===== config.mk =====
export PLATFORM = sky130hd
export DESIGN_NAME = program_loader
export DESIGN_NICKNAME = d
export VERILOG_FILES = /design/src/rtl/program_loader.sv
export SDC_FILE = /design/constraint.sdc
export NUM_CORES = 1
export LEC_CHECK = 0
export CORE_MARGIN = 2
export CORE_UTILIZATION = 62
export CTS_BUF_LIST = sky130_fd_sc_hd__clkbuf_2
export DETAILED_ROUTE_END_ITERATION = 10
export PLACE_DENSITY = 0.86
export SYNTH_ARGS = -nofsm -noshare
export SYNTH_HDL_FRONTEND = slang
export SYNTH_SLANG_ARGS = --single-unit

===== constraint.sdc =====
create_clock -name clk -period 8.4 [get_ports clk]
set_clock_uncertainty 0.15 [all_clocks]
set_input_delay 2.1 -clock clk [delete_from_list [all_inputs] [get_ports clk]]
set_output_delay 2.1 -clock clk [all_outputs]
set_load 0.01 [all_outputs]

===== src/rtl/program_loader.sv =====
// Boot loader: assembles a framed byte stream (count, 16-bit words, XOR checksum)
// into RAM port-B writes and keeps the CPU in reset until the image is verified.
module program_loader #(
  parameter int                ADDR_W    = 10,
  parameter logic [ADDR_W-1:0] BASE_ADDR = '0
) (
  input  logic              clk,
  input  logic              rst,
  input  logic              skip,
  input  logic              byte_valid,
  input  logic [7:0]        byte_data,
  output logic              byte_ready,
  output logic [ADDR_W-1:0] ram_addr,
  output logic [15:0]       ram_data,
  output logic              ram_we,
  output logic              cpu_hold,
  output logic              done,
  output logic              err
);

  typedef enum logic [2:0] {
    S_CNT_HI,
    S_CNT_LO,
    S_DATA_HI,
    S_DATA_LO,
    S_WRITE,
    S_CHK,
    S_DONE,
    S_ERR
  } state_t;

  localparam logic [16:0] DEPTH = 17'd1 << ADDR_W;

  state_t            r_state, w_state_next;
  logic [15:0]       r_count, w_count_next;
  logic [15:0]       r_index, w_index_next;
  logic [7:0]        r_xsum, w_xsum_next;
  logic [7:0]        r_word_hi, w_word_hi_next;
  logic [ADDR_W-1:0] r_ram_addr, w_ram_addr_next;
  logic [15:0]       r_ram_data, w_ram_data_next;
  logic              r_ram_we, w_ram_we_next;
  logic              r_cpu_hold, w_cpu_hold_next;
  logic              r_done, w_done_next;
  logic              r_err, w_err_next;

  logic              w_xfer;
  logic [15:0]       w_count_full;
  logic [15:0]       w_index_inc;

  assign byte_ready   = (r_state != S_WRITE) && (r_state != S_DONE) && (r_state != S_ERR);
  assign w_xfer       = byte_valid && byte_ready;
  assign w_count_full = {r_count[15:8], byte_data};
  assign w_index_inc  = r_index + 16'd1;

  always_comb begin
    w_state_next    = r_state;
    w_count_next    = r_count;
    w_index_next    = r_index;
    w_xsum_next     = r_xsum;
    w_word_hi_next  = r_word_hi;
    w_ram_addr_next = r_ram_addr;
    w_ram_data_next = r_ram_data;
    w_ram_we_next   = 1'b0;
    w_cpu_hold_next = r_cpu_hold;
    w_done_next     = r_done;
    w_err_next      = r_err;

    case (r_state)
      S_CNT_HI: begin
        // A byte arriving together with skip takes priority over skip.
        if (w_xfer) begin
          w_count_next = {byte_data, 8'h00};
          w_state_next = S_CNT_LO;
        end else if (skip) begin
          w_cpu_hold_next = 1'b0;
          w_done_next     = 1'b1;
          w_state_next    = S_DONE;
        end
      end
      S_CNT_LO: begin
        if (w_xfer) begin
          w_count_next = w_count_full;
          if ((w_count_full == 16'd0) || ({1'b0, w_count_full} > DEPTH)) begin
            w_err_next   = 1'b1;
            w_state_next = S_ERR;
          end else begin
            w_state_next = S_DATA_HI;
          end
        end
      end
      S_DATA_HI: begin
        if (w_xfer) begin
          w_word_hi_next = byte_data;
          w_xsum_next    = r_xsum ^ byte_data;
          w_state_next   = S_DATA_LO;
        end
      end
      S_DATA_LO: begin
        // Write strobe, address and data are registered on entry to WRITE.
        if (w_xfer) begin
          w_xsum_next     = r_xsum ^ byte_data;
          w_ram_addr_next = BASE_ADDR + r_index[ADDR_W-1:0];
          w_ram_data_next = {r_word_hi, byte_data};
          w_ram_we_next   = 1'b1;
          w_state_next    = S_WRITE;
        end
      end
      S_WRITE: begin
        w_index_next = w_index_inc;
        w_state_next = (w_index_inc == r_count) ? S_CHK : S_DATA_HI;
      end
      S_CHK: begin
        if (w_xfer) begin
          if (byte_data == r_xsum) begin
            w_cpu_hold_next = 1'b0;
            w_done_next     = 1'b1;
            w_state_next    = S_DONE;
          end else begin
            w_err_next   = 1'b1;
            w_state_next = S_ERR;
          end
        end
      end
      S_DONE: ;
      S_ERR:  ;
      default: w_state_next = S_ERR;
    endcase
  end

  always_ff @(posedge clk) begin
    if (rst) begin
      r_state    <= S_CNT_HI;
      r_count    <= 16'd0;
      r_index    <= 16'd0;
      r_xsum     <= 8'd0;
      r_word_hi  <= 8'd0;
      r_ram_addr <= BASE_ADDR;
      r_ram_data <= 16'd0;
      r_ram_we   <= 1'b0;
      r_cpu_hold <= 1'b1;
      r_done     <= 1'b0;
      r_err      <= 1'b0;
    end else begin
      r_state    <= w_state_next;
      r_count    <= w_count_next;
      r_index    <= w_index_next;
      r_xsum     <= w_xsum_next;
      r_word_hi  <= w_word_hi_next;
      r_ram_addr <= w_ram_addr_next;
      r_ram_data <= w_ram_data_next;
      r_ram_we   <= w_ram_we_next;
      r_cpu_hold <= w_cpu_hold_next;
      r_done     <= w_done_next;
      r_err      <= w_err_next;
    end
  end

  assign ram_addr = r_ram_addr;
  assign ram_data = r_ram_data;
  assign ram_we   = r_ram_we;
  assign cpu_hold = r_cpu_hold;
  assign done     = r_done;
  assign err      = r_err;

endmodule


After elaboration in Yosys (flattened, before gate mapping)
Index checks and enable logic that the tools add are counted.
- logic and storage cells: 87
- bits in read-only memories: 0
- memories: 0
- bits in latches: 0
- bits in writable memories: 0
- flip-flop bits (word level): 81
- output and inout bits: 31
- mux-type cells: 29
- eq/ne operators: 21
- order comparisons: 1
- div/mod/pow operators: 0
- bitwise operators: 3
- add/subtract/negate cells: 1
- reductions and logical operators: 20
- shifts and indexed selects: 0
- multipliers: 0
- operators with widths (operator ; count):
    $pmux W16 S2 ; 1
    $mux W3 ; 8
    $ne A2 B2 Y1 const B ; 10
    $pmux W3 S6 ; 1
    $add A16 B1 Y16 const B ; 1
    $eq A16 B16 Y1 ; 1
    $gt A16 B11 Y1 const B ; 1
    $logic_not A16 Y1 ; 1
    $mux W16 ; 1
    $mux W1 ; 14
    $ne A3 B3 Y1 const B ; 4
    $reduce_and A5 Y1 ; 2
    $eq A8 B8 Y1 ; 1
    $mux W8 ; 1
    $xor A8 B8 Y8 ; 1
    $eq A3 B2 Y1 const B ; 2
    $eq A3 B3 Y1 const B ; 2
    $pmux W1 S2 ; 3
    $reduce_and A2 Y1 ; 3
    $reduce_and A3 Y1 ; 2
    $reduce_and A6 Y1 ; 1
    $reduce_bool A2 Y1 ; 3
    $reduce_bool A6 Y1 ; 1
    $reduce_or A2 Y1 ; 2
    5 further kinds ; 8

Longest topological paths before layout
- depth after elaboration: 6
- depth in mapped cells: 9
- depth with buffers taken out: 8

Least setup slack after synthesis
OpenSTA, ideal clock, no wires.
- path kind: input-to-reg
- start: input byte_data[5]
- end: register r_state[2]
- buffers on the path: 1
- data arrival time: 4081 ps
- data required time: 8163 ps
- stages on the path: 7
- setup slack: 4082 ps
- cells stage by stage: buf_4 or4_4 or4_4 nand4_2 nor2_1 or4b_1 o31ai_1
- word-level cells in the longest chain between the ends: 5
- ends and longest elaborated chain (element ; RTL line ; RTL):
    from (decl) ; 11 ; input logic [7:0] byte_data,
    $gt A16 B11 Y1 or $logic_not A16 Y1 (tied branches) ; 83 ; if ((w_count_full == 16'd0) || ({1'b0, w_count_full} > DEPTH)) begin
    $logic_or A1 B1 Y1 * ; 83 ;
    $mux W3 * ; 83 ;
    $mux W3 * ; 81 ; if (w_xfer) begin
    $pmux W3 S6 * ; 68 ; case (r_state)
    to (signal assigned) ; 144 ; r_state <= w_state_next;
    to (decl) ; 34 ; state_t r_state, w_state_next;
Mark *: on every way between the ends. The rest lies on a longest branch, timed or not. The select of a mux whose other input is x is not followed.
A chain may end at the register's enable or synchronous reset.

Worst setup path after layout
- start: register r_state[0]
- end: output byte_ready
- word-level cells in the longest chain between the ends: 3
- ends and longest elaborated chain (element ; RTL line ; RTL):
    $ne A3 B3 Y1 ; 50 ; assign byte_ready = (r_state != S_WRITE) && (r_state != S_DONE) && (r_state != S_ERR);
    $logic_and A1 B1 Y1 ; 50 ;
    $logic_and A1 B1 Y1 * ; 50 ;
    to (decl) ; 12 ; output logic byte_ready,
Mark *: on every way between the ends. The rest lies on a longest branch, timed or not.

==> insert_results.sql <==
INSERT INTO impl_metrics (metric_group, metric, value, unit) VALUES
('drt', 'detail_route.vias_per_cell', '5.96', ''),
('logic_synthesis', 'async_reset_ff_share', '0', '%'),
('setup_path', 'cp.depth', '3', ''),
('logic_synthesis', 'synth_common_cells', '116 x sky130_fd_sc_hd__nand2_1, 81 x sky130_fd_sc_hd__dfxtp_1, 60 x sky130_fd_sc_hd__a21oi_1', ''),
('floorplan', 'die_y', '83.9', 'um'),
('floorplan', 'initial_utilization', '63.0', '%'),
('setup_path', 'crit_required', '6.15', 'ns'),
('floorplan', 'core.rowCount', '29', ''),
('timing', 'unrepaired_setup_endpoints_after_global_routing', 'no', ''),
('timing', 'final_period_minus_worst_setup_slack', '4.54', 'ns'),
('timing', 'final_min_period_over_clock_period', '54.1', '%'),
('logic_synthesis', 'synth.most_common_cell', 'sky130_fd_sc_hd__nand2_1', ''),
('clock_network', 'clock_tree.root_cell', 'sky130_fd_sc_hd__clkbuf_2', ''),
('global_routing', 'grt.overflow.total', '0', ''),
('logic_synthesis', 'synth_area_leader_cell', 'sky130_fd_sc_hd__dfxtp_1', ''),
('logic_synthesis', 'synth.ff_latch_count', '81', ''),
('clock_network', 'post_cts_buffers', '0', ''),
('setup_path', 'crit_end', 'byte_ready', ''),
('logic_synthesis', 'yosys-top-cells-area', 'sky130_fd_sc_hd__dfxtp_1 41%, sky130_fd_sc_hd__nand2_1 11%, sky130_fd_sc_hd__a21oi_1 7.6%, sky130_fd_sc_hd__xor2_1 4.9%, sky130_fd_sc_hd__xnor2_1 4.6%', ''),
('floorplan', 'design.die.area', '7040', 'um^2'),
('clock_network', 'ctsResizeCount', '0', ''),
('finish', 'fin_area', '4430', 'um^2'),
('drt', 'detail_route.drc_violations', '0', ''),
('clock_network', 'cts_htree_levels', '3', ''),
('global_routing', 'first_global_vias', '3444', ''),
('clock_network', 'cts-hold-fix-buffers', '0', ''),
('drt', 'initialDrtViolationCount', '212', ''),
('global_routing', 'grt_first_pass_wirelength', '16.3', 'mm'),
('global_routing', 'grt_max_degree', '82', ''),
('clock_network', 'cts_tree', 'yes', ''),
('setup_path', 'timing.rr.start', 'r_index[8]', ''),
('timing', 'finalHoldViolations', '0', ''),
('clock_network', 'clk_pin_slew', '0.25', 'ns'),
('setup_path', 'cp_top_family', 'flip-flops', ''),
('place', 'port_buffers', '42', ''),
('drt', 'detailroute.via_count', '3657', ''),
('timing', 'holdWs', '0.309', 'ns'),
('pwr', 'powerDensity', '208', 'nW/um^2'),
('logic_synthesis', 'postSynthNetCount', '530', ''),
('setup_path', 'critical_path.endpoint_type', 'primary output', ''),
('run', 'timing.max_cap.violations', '0', ''),
('setup_path', 'crit_slowest_cell', 'sky130_fd_sc_hd__dfxtp_1', ''),
('drt', 'first_pass_iters', '4', ''),
('clock_network', 'cts.sink_count', '81', ''),
('setup_path', 'critical_path.startpoint', 'r_state[0]', ''),
('pwr', 'finalPower', '924', 'uW'),
('logic_synthesis', 'ys_dominant_reg_cell', 'sky130_fd_sc_hd__dfxtp_1', ''),
('place', 'area_post_placement', '4320', 'um^2'),
('clock_network', 'clock_insertion_delay_worst_skew', '0.52', 'ns'),
('floorplan', 'design.portCount', '43', ''),
('setup_path', 'crit_buf_inv', '1', ''),
('drt', 'drt-total-wl', '9.83', 'mm'),
('finish', 'fraction_of_layout_cells_with_a_size_suffix_above_1', '4.66', '%'),
('timing', 'worst_slew_margin_relative_to_its_limit', '28.0', '%'),
('floorplan', 'core_area', '6280', 'um^2'),
('clock_network', 'clockBufferDepth', '2', ''),
('drt', 'wl_per_cell', '16.0', 'um'),
('logic_synthesis', 'synth-edff-count', '0', ''),
('setup_path', 'path_class', 'register to primary output', ''),
('logic_synthesis', 'syn-cell-area', '3960', 'um^2'),
('place', 'post-place-cells', '598', ''),
('global_routing', 'track_usage', '28.3', '%'),
('worst_hold_path', 'worstHoldPathType', 'register to register', ''),
('clock_network', 'cts_inserted_buffers', '9', ''),
('global_routing', 'number_of_antenna_violations_at_the_first_check_in_global_routing', '0', ''),
('pwr', 'cellLeakagePower', '1.48', 'nW'),
('place', 'detailedPlacementHpwl', '6.84', 'mm'),
('timing', 'final_max_slew_viol_count', '0', ''),
('status', 'outcome', 'complete, no violations', ''),
('setup_path', 'cp-start-kind', 'register', ''),
('finish', 'area_growth', '12.0', '%');
[kinds of logic (layout without fill, tap and decap cells)]
logic type / count (synthesis) / in the layout / synth area share (%)
AO/OA/AOI/OAI: 102 / 102 / 15.3
XOR/XNOR: 43 / 43 / 9.52
adder cells (fa/ha/maj): 3 / 3 / 0.949
buffers and inverters: 47 / 69 / 5.06
flip-flops: 81 / 81 / 41.0
multiplexers: 2 / 2 / 0.506
AND/OR/NAND/NOR: 237 / 237 / 27.7
[worst min-delay path, cell delays in order (launching register included)]
cell	delay (ns)
sky130_fd_sc_hd__dfxtp_1	0.37
sky130_fd_sc_hd__nand2_1	0.06
sky130_fd_sc_hd__a21oi_1	0.05
[metal layers]
metal  track usage (%)  vias up  share of wire [%]
li1                  -     1792                  -
met1              35.9     1707                 44
met2              47.1      136                 48
met3              5.84       22                5.8
met4              11.1        0                2.4
met5                 0        -                  0
[where the power goes]
group / internal, mW / total [mW] / switching (mW)
sequential: 0.418 / 0.468 / 0.0501
clock: 0.0711 / 0.212 / 0.141
combinational: 0.101 / 0.243 / 0.142
total: 0.590 / 0.924 / 0.333
[flip-flops by register name (all words and copies together), names as in the netlist]
name       count
cpu_hold       1
done           1
err            1
r_count       16
r_index       16
r_state        3
r_word_hi      8
r_xsum         8
ram_addr      10
ram_data      16
ram_we         1
[worst min path at each step]
stage            startpoint      endpoint  slack (ns)  cells after the start
2_1_floorplan  r_word_hi[2]  ram_data[10]        0.28                      2
3_3_place_gp           done          done        0.28                      2
3_5_place_dp           done          done        0.29                      2
4_1_cts        r_word_hi[1]   ram_data[9]        0.31                      2
5_1_grt        r_word_hi[1]   ram_data[9]        0.33                      2
6_report       r_word_hi[1]   ram_data[9]        0.31                      2
[metrics by stage]
stage	setup WS [ns]	util [%]
after floorplan	4.08	-
after global routing	3.69	70.6
final	3.86	70.6
after global placement	3.57	68.8
after detailed placement	3.52	68.8
after CTS	3.85	70.6
[cell type report]
| cell class | count | area (um^2) |
|---|---|---|
| well taps | 77 | 96.3 |
| multi-input cells | 387 | 2140 |
| clock inverters | 6 | 65.1 |
| inverters | 9 | 33.8 |
| flip-flops and latches | 81 | 1620 |
| fillers | 528 | 1840 |
| repair buffers | 44 | 430 |
| clock buffers | 10 | 50.0 |
[cell usage in the layout, fill, tap and decap left out, types with 3 or more instances in the layout]
master and instances:
sky130_fd_sc_hd__nand2_1 116, sky130_fd_sc_hd__dfxtp_1 81, sky130_fd_sc_hd__a21oi_1 60, sky130_fd_sc_hd__clkdlybuf4s50_1 41, sky130_fd_sc_hd__nor2_1 37, sky130_fd_sc_hd__nand3_1 25, sky130_fd_sc_hd__xor2_1 22, sky130_fd_sc_hd__xnor2_1 21
sky130_fd_sc_hd__o21ai_0 13, sky130_fd_sc_hd__clkbuf_2 10, sky130_fd_sc_hd__nor2b_1 9, sky130_fd_sc_hd__nand4_1 9, sky130_fd_sc_hd__inv_1 8, sky130_fd_sc_hd__nor4_1 7, sky130_fd_sc_hd__nor3_1 6, sky130_fd_sc_hd__nand2b_1 5
sky130_fd_sc_hd__or3_1 5, sky130_fd_sc_hd__and3_1 4, sky130_fd_sc_hd__a21o_1 4, sky130_fd_sc_hd__o31ai_1 3, sky130_fd_sc_hd__ha_1 3
(Power assumes the default switching activity.)
